## src/rtl/pci_pkg.sv

```systemverilog
// Shared PCI configuration-space definitions: dword offsets of the type-0
// header, capability constants, per-register write masks and the byte-lane
// merge helper used by every writable register.
package pci_pkg;

   // Dword offsets within the type-0 configuration header plus the MSI block
   typedef enum logic [5:0] {
      PCI_VID_DID     = 6'h00,
      PCI_CMD_STS     = 6'h01,
      PCI_CLASS_REV   = 6'h02,
      PCI_HDR         = 6'h03,
      PCI_BAR0        = 6'h04,
      PCI_BAR1        = 6'h05,
      PCI_BAR2        = 6'h06,
      PCI_BAR3        = 6'h07,
      PCI_BAR4        = 6'h08,
      PCI_BAR5        = 6'h09,
      PCI_CARDBUS_CIS = 6'h0a,
      PCI_SUBSYS      = 6'h0b,
      PCI_ROMBAR      = 6'h0c,
      PCI_CAPPTR      = 6'h0d,
      PCI_RSVD_0E     = 6'h0e,
      PCI_INTR        = 6'h0f,
      PCI_MSI_CTRL    = 6'h10,
      PCI_MSI_ADDR_LO = 6'h11,
      PCI_MSI_ADDR_HI = 6'h12,
      PCI_MSI_DATA    = 6'h13
   } pci_cfg_reg_offset;

   localparam logic [7:0] PCI_CAP_ID_MSI  = 8'h05;
   localparam logic [7:0] PCI_MSI_CAP_PTR = 8'h40;
   localparam logic [7:0] PCI_HDR_TYPE0   = 8'h00;

   // Writable-bit masks and read-only fields
   localparam logic [31:0] PCI_CMD_WMASK         = 32'h0000_0406;  // mem_en, bus master, intx disable
   localparam logic [31:0] PCI_STS_CAP_LIST      = 32'h0010_0000;  // status bit 20
   localparam logic [31:0] PCI_INTR_WMASK        = 32'h0000_00FF;  // interrupt line
   localparam logic [31:0] PCI_INTR_PIN_RO       = 32'h0000_0100;  // interrupt pin = INTA
   localparam logic [31:0] PCI_MSI_CTRL_WMASK    = 32'h0001_0000;  // MSI enable
   localparam logic [31:0] PCI_MSI_ADDR_LO_WMASK = 32'hFFFF_FFFC;  // dword-aligned address
   localparam logic [31:0] PCI_MSI_DATA_WMASK    = 32'h0000_FFFF;

   // Replace only the byte lanes whose enable bit is set
   function automatic logic [31:0] pci_be_merge(input logic [31:0] old_val,
                                                input logic [31:0] new_val,
                                                input logic [3:0]  be);
      logic [31:0] res;
      res = old_val;
      for (int i = 0; i < 4; i++) begin
         if (be[i]) begin
            res[8*i +: 8] = new_val[8*i +: 8];
         end
      end
      return res;
   endfunction

endpackage

```

## src/rtl/pci_cfg_regs.sv

```systemverilog
// PCI type-0 configuration register block with a request/ack access port.
// Each access is taken in IDLE and acknowledged for exactly one cycle.
// Optional MSI capability: define PCI_MSI_EN to compile it in; without it
// the capability pointer and MSI registers read 0 and MSI outputs are tied 0.
module pci_cfg_regs
   import pci_pkg::*;
#(
   parameter logic [15:0] VENDOR_ID      = 16'h1234,
   parameter logic [15:0] DEVICE_ID      = 16'h0001,
   parameter logic [31:0] CLASS_REV      = 32'h00FF0001,
   parameter int unsigned BAR0_SIZE_LOG2 = 12
) (
   input  logic              clk,
   input  logic              rst_n,
   input  logic              cfg_req,
   input  logic              cfg_we,
   input  pci_cfg_reg_offset cfg_addr,
   input  logic [3:0]        cfg_be,
   input  logic [31:0]       cfg_wdata,
   output logic              cfg_ack,
   output logic [31:0]       cfg_rdata,
   output logic [31:0]       bar0_base,
   output logic              mem_en,
   output logic              bus_master_en,
   output logic              intx_disable,
   output logic              msi_en,
   output logic [63:0]       msi_addr,
   output logic [15:0]       msi_data
);

   typedef enum logic {ST_IDLE, ST_ACK} state_t;

   // Low aperture bits of BAR0 are hardwired 0 (also encodes 32-bit, non-prefetchable memory)
   localparam logic [31:0] BAR0_MASK = ~((32'd1 << BAR0_SIZE_LOG2) - 32'd1);

`ifdef PCI_MSI_EN
   localparam logic [31:0] STS_RO = PCI_STS_CAP_LIST;
`else
   localparam logic [31:0] STS_RO = 32'h0;
`endif

   state_t      state_q, state_d;
   logic        wr_go, rd_go;
   logic [31:0] rd_val;
   logic [31:0] cfg_rdata_q;
   logic [31:0] cmd_q;
   logic [31:0] bar0_q;
   logic [31:0] intr_q;

   // An access is performed only on the edge that leaves IDLE
   assign wr_go = (state_q == ST_IDLE) && cfg_req &&  cfg_we;
   assign rd_go = (state_q == ST_IDLE) && cfg_req && !cfg_we;

   // State register
   always_ff @(posedge clk or negedge rst_n) begin
      if (!rst_n) begin
         state_q <= ST_IDLE;
      end else begin
         state_q <= state_d;
      end
   end

   // Next state: a request moves to ACK, ACK always returns to IDLE
   always_comb begin
      state_d = state_q;
      case (state_q)
         ST_IDLE: if (cfg_req) state_d = ST_ACK;
         ST_ACK:  state_d = ST_IDLE;
         default: state_d = ST_IDLE;
      endcase
   end

   // Output decode: acknowledge for the single cycle spent in ACK
   always_comb begin
      cfg_ack = 1'b0;
      if (state_q == ST_ACK) cfg_ack = 1'b1;
   end

`ifdef PCI_MSI_EN
   logic [31:0] msi_ctrl_q, msi_lo_q, msi_hi_q, msi_data_q;

   // MSI capability registers
   always_ff @(posedge clk or negedge rst_n) begin
      if (!rst_n) begin
         msi_ctrl_q <= 32'h0;
         msi_lo_q   <= 32'h0;
         msi_hi_q   <= 32'h0;
         msi_data_q <= 32'h0;
      end else if (wr_go) begin
         case (cfg_addr)
            PCI_MSI_CTRL:    msi_ctrl_q <= pci_be_merge(msi_ctrl_q, cfg_wdata, cfg_be) & PCI_MSI_CTRL_WMASK;
            PCI_MSI_ADDR_LO: msi_lo_q   <= pci_be_merge(msi_lo_q,   cfg_wdata, cfg_be) & PCI_MSI_ADDR_LO_WMASK;
            PCI_MSI_ADDR_HI: msi_hi_q   <= pci_be_merge(msi_hi_q,   cfg_wdata, cfg_be);
            PCI_MSI_DATA:    msi_data_q <= pci_be_merge(msi_data_q, cfg_wdata, cfg_be) & PCI_MSI_DATA_WMASK;
            default: ;
         endcase
      end
   end

   assign msi_en   = msi_ctrl_q[16];
   assign msi_addr = {msi_hi_q, msi_lo_q};
   assign msi_data = msi_data_q[15:0];
`else
   assign msi_en   = 1'b0;
   assign msi_addr = 64'h0;
   assign msi_data = 16'h0;
`endif

   // Read mux; unlisted offsets return 0
   always_comb begin
      rd_val = 32'h0;
      case (cfg_addr)
         PCI_VID_DID:     rd_val = {DEVICE_ID, VENDOR_ID};
         PCI_CMD_STS:     rd_val = cmd_q | STS_RO;
         PCI_CLASS_REV:   rd_val = CLASS_REV;
         PCI_HDR:         rd_val = {8'h00, PCI_HDR_TYPE0, 16'h0000};
         PCI_BAR0:        rd_val = bar0_q;
         PCI_SUBSYS:      rd_val = {DEVICE_ID, VENDOR_ID};
         PCI_INTR:        rd_val = intr_q | PCI_INTR_PIN_RO;
`ifdef PCI_MSI_EN
         PCI_CAPPTR:      rd_val = {24'h0, PCI_MSI_CAP_PTR};
         PCI_MSI_CTRL:    rd_val = msi_ctrl_q | {8'h00, 8'h80, 8'h00, PCI_CAP_ID_MSI};
         PCI_MSI_ADDR_LO: rd_val = msi_lo_q;
         PCI_MSI_ADDR_HI: rd_val = msi_hi_q;
         PCI_MSI_DATA:    rd_val = msi_data_q;
`endif
         default:         rd_val = 32'h0;
      endcase
   end

   // Header registers and registered read data (cleared outside the ack cycle)
   always_ff @(posedge clk or negedge rst_n) begin
      if (!rst_n) begin
         cmd_q       <= 32'h0;
         bar0_q      <= 32'h0;
         intr_q      <= 32'h0;
         cfg_rdata_q <= 32'h0;
      end else begin
         cfg_rdata_q <= rd_go ? rd_val : 32'h0;
         if (wr_go) begin
            case (cfg_addr)
               PCI_CMD_STS: cmd_q  <= pci_be_merge(cmd_q,  cfg_wdata, cfg_be) & PCI_CMD_WMASK;
               PCI_BAR0:    bar0_q <= pci_be_merge(bar0_q, cfg_wdata, cfg_be) & BAR0_MASK;
               PCI_INTR:    intr_q <= pci_be_merge(intr_q, cfg_wdata, cfg_be) & PCI_INTR_WMASK;
               default: ;
            endcase
         end
      end
   end

   assign cfg_rdata     = cfg_rdata_q;
   assign bar0_base     = bar0_q;
   assign mem_en        = cmd_q[1];
   assign bus_master_en = cmd_q[2];
   assign intx_disable  = cmd_q[10];

endmodule

```

## config.mk

```make
export PLATFORM = sky130hd
export DESIGN_NAME = pci_cfg_regs
export DESIGN_NICKNAME = d
export VERILOG_FILES = /design/src/rtl/pci_pkg.sv /design/src/rtl/pci_cfg_regs.sv
export SDC_FILE = /design/constraint.sdc
export NUM_CORES = 1
export LEC_CHECK = 0
export ABC_AREA = 1
export BUFFER_PORTS_ARGS = -buffer_cell sky130_fd_sc_hd__buf_4
export CAP_MARGIN = 40
export CORE_MARGIN = 2
export CORE_UTILIZATION = 40
export CTS_CLUSTER_DIAMETER = 150
export DETAILED_ROUTE_END_ITERATION = 8
export HOLD_SLACK_MARGIN = 0.12
export PLACE_DENSITY = 0.74
export SYNTH_ARGS = -nofsm -noshare
export SYNTH_HDL_FRONTEND = slang
export SYNTH_SLANG_ARGS = --single-unit
```

## constraint.sdc

```tcl
create_clock -name clk -period 2.69 [get_ports clk]
set_input_delay 0.1345 -clock clk [delete_from_list [all_inputs] [get_ports clk]]
set_output_delay 0.1345 -clock clk [all_outputs]
set_load 0.05 [all_outputs]
```

==> results.py <==
metrics = {
    "worst_setup_path": {
        "rrSetupSlack_ns": 1.01,
        "startpoint": "state_q$_DFF_PN0_",
        "worst-setup-path-type": "flop to flop",
        "endpoint_kind": "flop",
        "reg2reg_depth": 3,
        "cp.required_ns": 2.94,
        "rr_endpoint": "cfg_rdata[23]$_DFF_PN0_",
        "critPathMaxFanout": 17,
        "start_kind": "flop",
        "crit-reg2reg-launch": "state_q$_DFF_PN0_",
        "crit_arrival_ns": 1.93,
    },
    "power_and_ir_drop": {
        "vdd_ir_drop_max_mv": 0.2138,
        "power_uw": 2409,
        "pwr_density_cell_nw_per_um2": 558.5,
        "internal_power_uw": 1589,
        "power_frac_comb_pct": 22.2,
        "p_switching_uw": 820.3,
        "p_clk_share_pct": 37.1,
        "switching_share_pct": 34.05,
        "leakagePower_uw": 0.002430,
        "pwr-share-seq_pct": 40.7,
    },
    "clock_tree": {
        "cts_tree": "built",
        "clkSinkCount": 63,
        "cts.htree.levels": 3,
        "clockBufferDepth": 2,
        "cts_buffers": 9,
        "clk_pin_slew_ns": 0.07,
        "cts_resized": 0,
        "cts_setup_buffers": 0,
        "holdBufCountCts": 30,
        "clk_latency_ns": 0.33,
        "cts_root_buf": "clkbuf_8",
    },
    "floorplan": {
        "coreArea_sq_um": 8175,
        "rows": 33,
        "initial_core_util_pct": 40.96,
        "io_pins": 195,
        "die_x_microns": 95.49,
        "die_area_sq_um": 9118,
        "die_h_microns": 95.49,
    },
    "routing": {
        "drt_pre_antenna_iters": 4,
        "first_iter_violations": 86,
        "route.met2.wl_microns": 3666,
        "wl_met3_microns": 597,
        "routedWlPerCell_microns": 11.97,
        "post_drt_via_cell_ratio": 4.081,
        "vias": 2473,
        "drc": 0,
        "drt.antenna.violating_nets": 0,
        "drt-met1-wl_microns": 2846,
        "wirelength_microns": 7252,
        "dr.max_layer_used": "met4",
    },
    "final_layout": {
        "nFillCells": 737,
        "syn_to_final_growth_pct": 28.85,
        "drive_gt1_share_pct": 29.34,
        "nNetsFinal": 542,
        "final_area_sq_um": 4314,
        "diodes": 0,
    },
    "min_path": {
        "whs_endpoint": "state_q$_DFF_PN0_",
        "hp-start": "cfg_req",
        "holdPathStages": 3,
        "hold_path_class": "input pin to flop",
    },
    "logic_synthesis": {
        "synth_area_per_cell_sq_um": 9.173,
        "synth_common_cells": "buf_4, nand2_1, dfrtp_1",
        "yosys_warnings": 0,
        "synth_flop_cell": "dfrtp_1",
        "yosysTopAreaCellShare_pct": 47.09,
        "ys_seq_area_share_pct": 47.09,
        "syn_area_sq_um": 3348,
        "synth_edf_count": 0,
        "synthArstFlopShare_pct": 100.0,
        "synth.distinct_cells": 24,
        "syn_inst": 365,
        "synth_top_area_cell": "dfrtp_1",
        "synth-seq-cells": 63,
        "synthTopCellsByArea": "dfrtp_1, buf_4, nand2_1",
        "synth.most_common_cell": "buf_4",
    },
    "place": {
        "hpwl_microns": 4827,
        "gp_congestion": 0.8396,
        "io_buffers": 97,
        "dpl_cell_area_sq_um": 3801,
    },
    "flow_run": {
        "drv_cap": 0,
    },
    "global_route": {
        "grt_pass1_wl_microns": 10850,
        "overflow": 0,
        "grt_use_total_pct": 15.85,
        "grt_antenna_before_repair": 0,
        "grt_pass1_vias": 2229,
        "grt_max_degree": 64,
    },
    "timing": {
        "hold_viol_final": 0,
        "relSlewSlack_pct": 47.08,
        "final-max-slew-violation-count": 0,
        "worst_slew_pin_slew_ns": 0.7939,
        "max_freq_ghz": 0.5951,
        "skew_ns": 0.009245,
        "fin_tns_setup_ns": 0,
        "finalSetupViolations": 0,
        "min_period_over_period_pct": 62.47,
        "finalCriticalPeriod_ns": 1.680,
        "grt_setup_unrepaired": "false",
    },
    "run_status": {
        "status": "completed",
    },
}
[registers in the layout, indices dropped and copies added (netlist names)]
signal	count
intr_q	8
cfg_rdata	31
cmd_q	3
state_q	1
bar0_base	20
[worst max-delay path by stage]
| stage | end | cells past startpoint |
|---|---|---|
| CTS | cfg_rdata[5]$_DFF_PN0_ | 3 |
| floorplan | intr_q[1]$_DFFE_PN0P_ | 7 |
| global placement | bar0_base[17]$_DFFE_PN0P_ | 7 |
| global route | cfg_rdata[5]$_DFF_PN0_ | 3 |
| detailed placement | bar0_base[20]$_DFFE_PN0P_ | 7 |
| finish | cfg_rdata[23]$_DFF_PN0_ | 3 |
[per-stage QoR]
stage               worst slack, ns  cells  hold slack [ns]  util (%)
floorplan                     1.150    458          -0.1611         -
global placement             0.9627    560           0.2635     46.50
detailed placement           0.8644    560           0.2736     46.50
CTS                          0.9904    606           0.1704     52.77
global route                 0.8192    606           0.1868     52.77
finish                        1.010    606           0.1925     52.77
[power groups by stage]
stage | registers (uW) | logic, uW | clock network (uW)
4_1_cts | 980 | 532 | 916
2_1_floorplan | 1050 | 447 | 0
3_3_place_gp | 998 | 493 | 0
3_5_place_dp | 998 | 496 | 0
5_1_grt | 982 | 564 | 963
6_report | 980 | 535 | 894
[cell usage in the layout (no fill, tap or decap), drive strengths merged]
cell type	Yosys	routed
dlygate4sd3	0	30
inv	36	36
dfrtp	63	63
clkbuf	1	10
buf	99	97
clkinv	0	2
nor3	1	1
a21oi	9	9
nand4	2	2
and3	1	1
o21ai	25	25
nor2	36	36
clkinvlp	0	2
nand3	14	14
nand2	77	77
bufinv	0	2
conb	1	94
[layer usage]
layer / global-route usage (%) / up-vias
met5: 0 / -
met3: 4.822 / 12
met2: 26.76 / 132
met4: 7.262 / 0
li1: - / 1191
met1: 18.48 / 1138
[cells by family after synthesis]
group | Yosys count | synth area share [%]
buffers and inverters | 136 | 26.61
and+or+nand+nor | 131 | 18.76
DFF | 63 | 47.09
AOI/OAI and AO/OA | 34 | 7.437
other | 1 | 0.1120
[worst max-delay path, stage by stage, from the launching register on]
cell and delay, ns:
dfrtp_1 0.44, nor3_4 0.63, inv_1 0.33, a21oi_1 0.20
[cell type report]
type | instances | area, sq um | share of cell area (%)
Clock buffer | 10 | 127.6 | 2.958
Clock inverter | 6 | 85.08 | 1.972
Inverter | 36 | 135.1 | 3.132
Multi-Input combinational cell | 259 | 1230 | 28.51
Sequential cell | 63 | 1577 | 36.54
Tap cell | 105 | 131.4 | 3.045
Timing Repair Buffer | 127 | 1028 | 23.84
(Power assumes the default switching activity.)
